`src/rtl/mult_arbiter.sv`:
```
// Round-robin arbiter sharing one external multiplier among NUM_REQ requesters; one op in flight.
// Accept at T, mul_start at T+1, response the cycle after mul_done (or after TIMEOUT WAIT cycles); requesters wait via req_ready.
module mult_arbiter #(
  parameter int NUM_REQ = 4,
  parameter int WIDTH   = 4,
  parameter int TIMEOUT = 20
) (
  input  logic                         clock,
  input  logic                         reset,
  input  logic [NUM_REQ-1:0]           req_valid,
  input  logic [NUM_REQ*WIDTH-1:0]     req_a,
  input  logic [NUM_REQ*WIDTH-1:0]     req_b,
  output logic [NUM_REQ-1:0]           req_ready,
  output logic                         rsp_valid,
  output logic [$clog2(NUM_REQ)-1:0]   rsp_id,
  output logic [2*WIDTH-1:0]           rsp_product,
  output logic                         rsp_error,
  output logic                         mul_start,
  output logic [WIDTH-1:0]             mul_a,
  output logic [WIDTH-1:0]             mul_b,
  input  logic                         mul_done,
  input  logic [2*WIDTH-1:0]           mul_product,
  output logic                         busy
);

  localparam int IDW = $clog2(NUM_REQ);
  localparam int CW  = $clog2(TIMEOUT + 1);

  typedef enum logic [1:0] {IDLE, ISSUE, WAIT, RESP} state_t;

  state_t               state;
  logic [IDW-1:0]       last_grant;
  logic [IDW-1:0]       cap_id;
  logic [WIDTH-1:0]     cap_a;
  logic [WIDTH-1:0]     cap_b;
  logic [2*WIDTH-1:0]   product;
  logic                 err;
  logic [CW-1:0]        cnt;

  logic                 grant_vld;
  logic [IDW-1:0]       grant_idx;
  logic [IDW-1:0]       cand;
  logic [WIDTH-1:0]     sel_a;
  logic [WIDTH-1:0]     sel_b;

  // Search starts one past the last served requester so every requester gets a turn.
  always_comb begin
    grant_vld = 1'b0;
    grant_idx = '0;
    cand      = '0;
    for (int k = 1; k <= NUM_REQ; k++) begin
      cand = IDW'((int'(last_grant) + k) % NUM_REQ);
      if (!grant_vld && req_valid[cand]) begin
        grant_vld = 1'b1;
        grant_idx = cand;
      end
    end
  end

  always_comb begin
    sel_a = '0;
    sel_b = '0;
    for (int k = 0; k < NUM_REQ; k++) begin
      if (grant_idx == IDW'(k)) begin
        sel_a = req_a[k*WIDTH +: WIDTH];
        sel_b = req_b[k*WIDTH +: WIDTH];
      end
    end
  end

  always_comb begin
    req_ready = '0;
    if (reset && state == IDLE && grant_vld)
      req_ready[grant_idx] = 1'b1;
  end

  always_ff @(posedge clock or negedge reset) begin
    if (!reset) begin
      state      <= IDLE;
      last_grant <= IDW'(NUM_REQ - 1);
      cap_id     <= '0;
      cap_a      <= '0;
      cap_b      <= '0;
      product    <= '0;
      err        <= 1'b0;
      cnt        <= '0;
    end else begin
      case (state)
        IDLE: begin
          if (grant_vld) begin
            cap_id  <= grant_idx;
            cap_a   <= sel_a;
            cap_b   <= sel_b;
            product <= '0;
            err     <= 1'b0;
            // A zero operand needs no multiplier round trip.
            state   <= (sel_a == '0 || sel_b == '0) ? RESP : ISSUE;
          end
        end
        ISSUE: begin
          cnt   <= '0;
          state <= WAIT;
        end
        WAIT: begin
          if (mul_done) begin
            product <= mul_product;
            state   <= RESP;
          end else if (cnt == CW'(TIMEOUT - 1)) begin
            err   <= 1'b1;
            state <= RESP;
          end else begin
            cnt <= cnt + CW'(1);
          end
        end
        RESP: begin
          last_grant <= cap_id;
          state      <= IDLE;
        end
        default: state <= IDLE;
      endcase
    end
  end

  assign busy        = (state != IDLE);
  assign mul_start   = (state == ISSUE);
  assign mul_a       = (state == ISSUE || state == WAIT) ? cap_a : '0;
  assign mul_b       = (state == ISSUE || state == WAIT) ? cap_b : '0;
  assign rsp_valid   = (state == RESP);
  assign rsp_id      = rsp_valid ? cap_id : '0;
  assign rsp_product = rsp_valid ? product : '0;
  assign rsp_error   = rsp_valid ? err : 1'b0;

endmodule

```
`config.mk`:
```
export PLATFORM = sky130hd
export DESIGN_NAME = mult_arbiter
export DESIGN_NICKNAME = d
export VERILOG_FILES = /design/src/rtl/mult_arbiter.sv
export SDC_FILE = /design/constraint.sdc
export NUM_CORES = 1
export LEC_CHECK = 0
export BUFFER_PORTS_ARGS = -buffer_cell sky130_fd_sc_hd__buf_4
export CAP_MARGIN = 10
export CORE_MARGIN = 5
export CORE_UTILIZATION = 48
export DETAILED_ROUTE_END_ITERATION = 12
export GPL_ROUTABILITY_DRIVEN = 0
export GPL_TIMING_DRIVEN = 0
export PLACE_DENSITY = 0.8
export SYNTH_ARGS = -nofsm -noshare
export SYNTH_HDL_FRONTEND = slang
export SYNTH_SLANG_ARGS = --single-unit
```
`constraint.sdc`:
```
create_clock -name clock -period 2.41 [get_ports clock]
set_input_delay 0.482 -clock clock [delete_from_list [all_inputs] [get_ports clock]]
set_output_delay 0.482 -clock clock [all_outputs]
set_load 0.03 [all_outputs]
```
==> summary.txt <==
Mapped Area = 1810 um^2
Syn. warnings = 0
CP max-delay cell = dfstp_2
crit path cell chain = mux2i_2 > o22ai_2 > a21o_4 > buf_4 > a21oi_1 > a22oi_2 > or4_1 > a21oi_2
Via density = 5.24
Worst EP required = 2.61 ns
worst flop-to-flop path endpoint = state[1]
Synth Register Bits = 28
I/O pins = 73
P_leak = 1.27 nW
gr ovfl total = 0
CTS root buf = clkbuf_8
Setup CP Type = reg -> reg
Clock Latency Late Sink = 0.27 ns
MaxCap Viol Count = 0
Fin Setup TNS = 0 ns
ys flop type = dfrtp_1
DRC Markers = 0
worst hold path class = in -> async
Flop pwr share = 27.5%
Area Overhead vs Synth = 44.6%
share of layout cells above drive strength 1 = 35.4%
Clock Pin Slew Worst Setup and Hold Paths = 0.09 ns
worst reg-to-reg setup slack = 0.06 ns
Hold Buf Count CTS = 0
clk buf depth = 2
f_max = 426 MHz
# clock sinks = 28
vias in the first global route = 1875
synthesized area per cell = 7.72 um^2
Synth top cells by count = nand2_1, dfrtp_1, o21ai_0
Post-synth EDFFs = 0
worst-margin pin slew = 0.452 ns
top post-synthesis cells by area = dfrtp_1, nand2_1, and2_1, o21ai_0, ha_1
CP max FO = 7
buffers added on ports = 72
Arrival @ worst endpoint = 2.55 ns
Worst R2R Path Depth = 8
status = finished clean
most numerous cell in the Yosys netlist = nand2_1
CTS Buf Count = 3
# H-tree levels = 1
initial drt markers = 142
core area = 3660 um^2
largest net degree at the start of global routing = 30
row cnt = 22
Final Hold Fails = 0
post-synth top area share = 35.9%
drt first pass iters = 4
crit share post-route = 97.5%
cell area power density = 1170 nW/um^2
switching component of the power = 0.00146 W
Setup crit end kind = flop
CTS tree = done
power share of the clock group = 8.2%
Nets = 370
final number of setup-violating endpoints = 0
Detail Placement HPWL = 3600 um
asr flop ratio synth = 100%
Final Instance Area = 2620 um^2
reg2reg start = last_grant[1]
drt wl/cell = 13.2 um
sw frac = 47.3%
GR Util All Layers = 19.1%
routed vias = 1909
Worst path max stage delay = 0.65 ns
Worst Setup Start Kind = flop
WL final = 4790 um
Rel. slew slack = 69.7%
Comb pwr share = 64.4%
Syn Nets = 288
Final min period = 2.35 ns
DP Area = 2420 um^2
final slew viol count = 0
largest area contributor in the netlist = dfrtp_1
Clock Skew = 0.00292 ns
Die X = 71.5 um
die area = 5110 um^2
final antenna-violating net count = 0
initial antenna violation count = 0
Mapped Cells = 235
Worst VDD drop = 609 uV
die height = 71.5 um
ANT cells = 0
Unique masters post-synth = 36
Starting Density = 49.6%
internal power = 0.00162 W
register area share after synthesis = 38.8%
first-pass GRT wire length = 8100 um
[area by class of cell]
class / instances / area [um^2]
multi-input cells: 192 / 1160
fillers: 314 / 1040
inverters: 6 / 22.5
flip-flops and latches: 28 / 703
plain buffers: 5 / 22.5
repair buffers: 81 / 612
well taps: 48 / 60.1
clock buffers: 4 / 45.0
[sequential cells by signal, indices dropped and copies added, names as in the netlist]
| name | cells |
|---|---|
| cap_id | 2 |
| err | 1 |
| cnt | 5 |
| product | 8 |
| cap_a | 4 |
| state | 2 |
| last_grant | 2 |
| cap_b | 4 |
[stage by stage]
stage          utilization (%)  hold WS (ns)  worst slack, ns  total power, W  instances
2_1_floorplan                -         0.186          -0.0565         0.00207        235
6_report                  71.7         0.118           0.0606         0.00308        364
4_1_cts                   69.0         0.129           0.0120         0.00295        361
3_5_place_dp              66.2         0.421           -0.457         0.00264        355
3_3_place_gp              66.2         0.420           -0.456         0.00260        355
5_1_grt                   71.7         0.142          -0.0371         0.00337        364
[worst max path at each step]
stage	end	startpoint	depth (start not counted)	slack (ns)
after floorplan	req_ready[0]	last_grant[1]	5	-0.06
after global placement	req_ready[2]	req_valid[1]	8	-0.46
after detailed placement	req_ready[0]	req_valid[1]	8	-0.46
after CTS	req_ready[3]	last_grant[1]	6	0.01
after global routing	state[1]	last_grant[1]	8	-0.04
final	state[1]	last_grant[1]	8	0.06
[placed cells by master (no fill, tap or decap), drive strengths merged, types with 4 or more instances in the layout]
cell,Yosys,final
nor4,5,5
and2,19,19
ha,6,6
dfrtp,26,26
nand2,77,77
a21oi,14,14
nand2b,5,5
a22oi,4,4
clkbuf,8,8
o21ai,25,25
inv,6,6
buf,1,82
nand3,6,6
nor2,5,5
nor3,6,6
[worst max-delay path: cells and delay by family (launching register included)]
family	cells	cell delay (ns)
simple gates	1	0.54
buf+inv	1	0.15
mux	1	0.24
flops	1	0.65
compound gates	5	0.72
[logic make-up after synthesis]
| logic type | synth area share, % |
|---|---|
| AOI/OAI and AO/OA | 15.7 |
| xor gates and xnor gates | 1.45 |
| adders and majority gates | 4.14 |
| buffers and inverters | 3.52 |
| DFF | 38.8 |
| muxes | 2.90 |
| and+or+nand+nor | 33.6 |
[repair_timing]
item	4_1_cts	5_1_grt
buffers inserted	4	5
pin swaps	0	4
setup endpoints to repair	4	5
gates resized for setup	9	18
[power groups by stage]
stage | Sequential, W | Combinational [W] | Clock [W]
after floorplan | 0.000802 | 0.00127 | 0
after global placement | 0.000835 | 0.00177 | 0
after detailed placement | 0.000841 | 0.00180 | 0
after CTS | 0.000834 | 0.00186 | 0.000259
after global routing | 0.000876 | 0.00221 | 0.000278
final | 0.000845 | 0.00198 | 0.000251
[metal layers]
layer	vias up	GRT usage, %	wire, um
met5	-	0	0
met1	865	24.5	2040
li1	944	-	-
met4	0	5.01	76
met2	90	32.0	2180
met3	10	4.77	493
(Power assumes the default switching activity.)
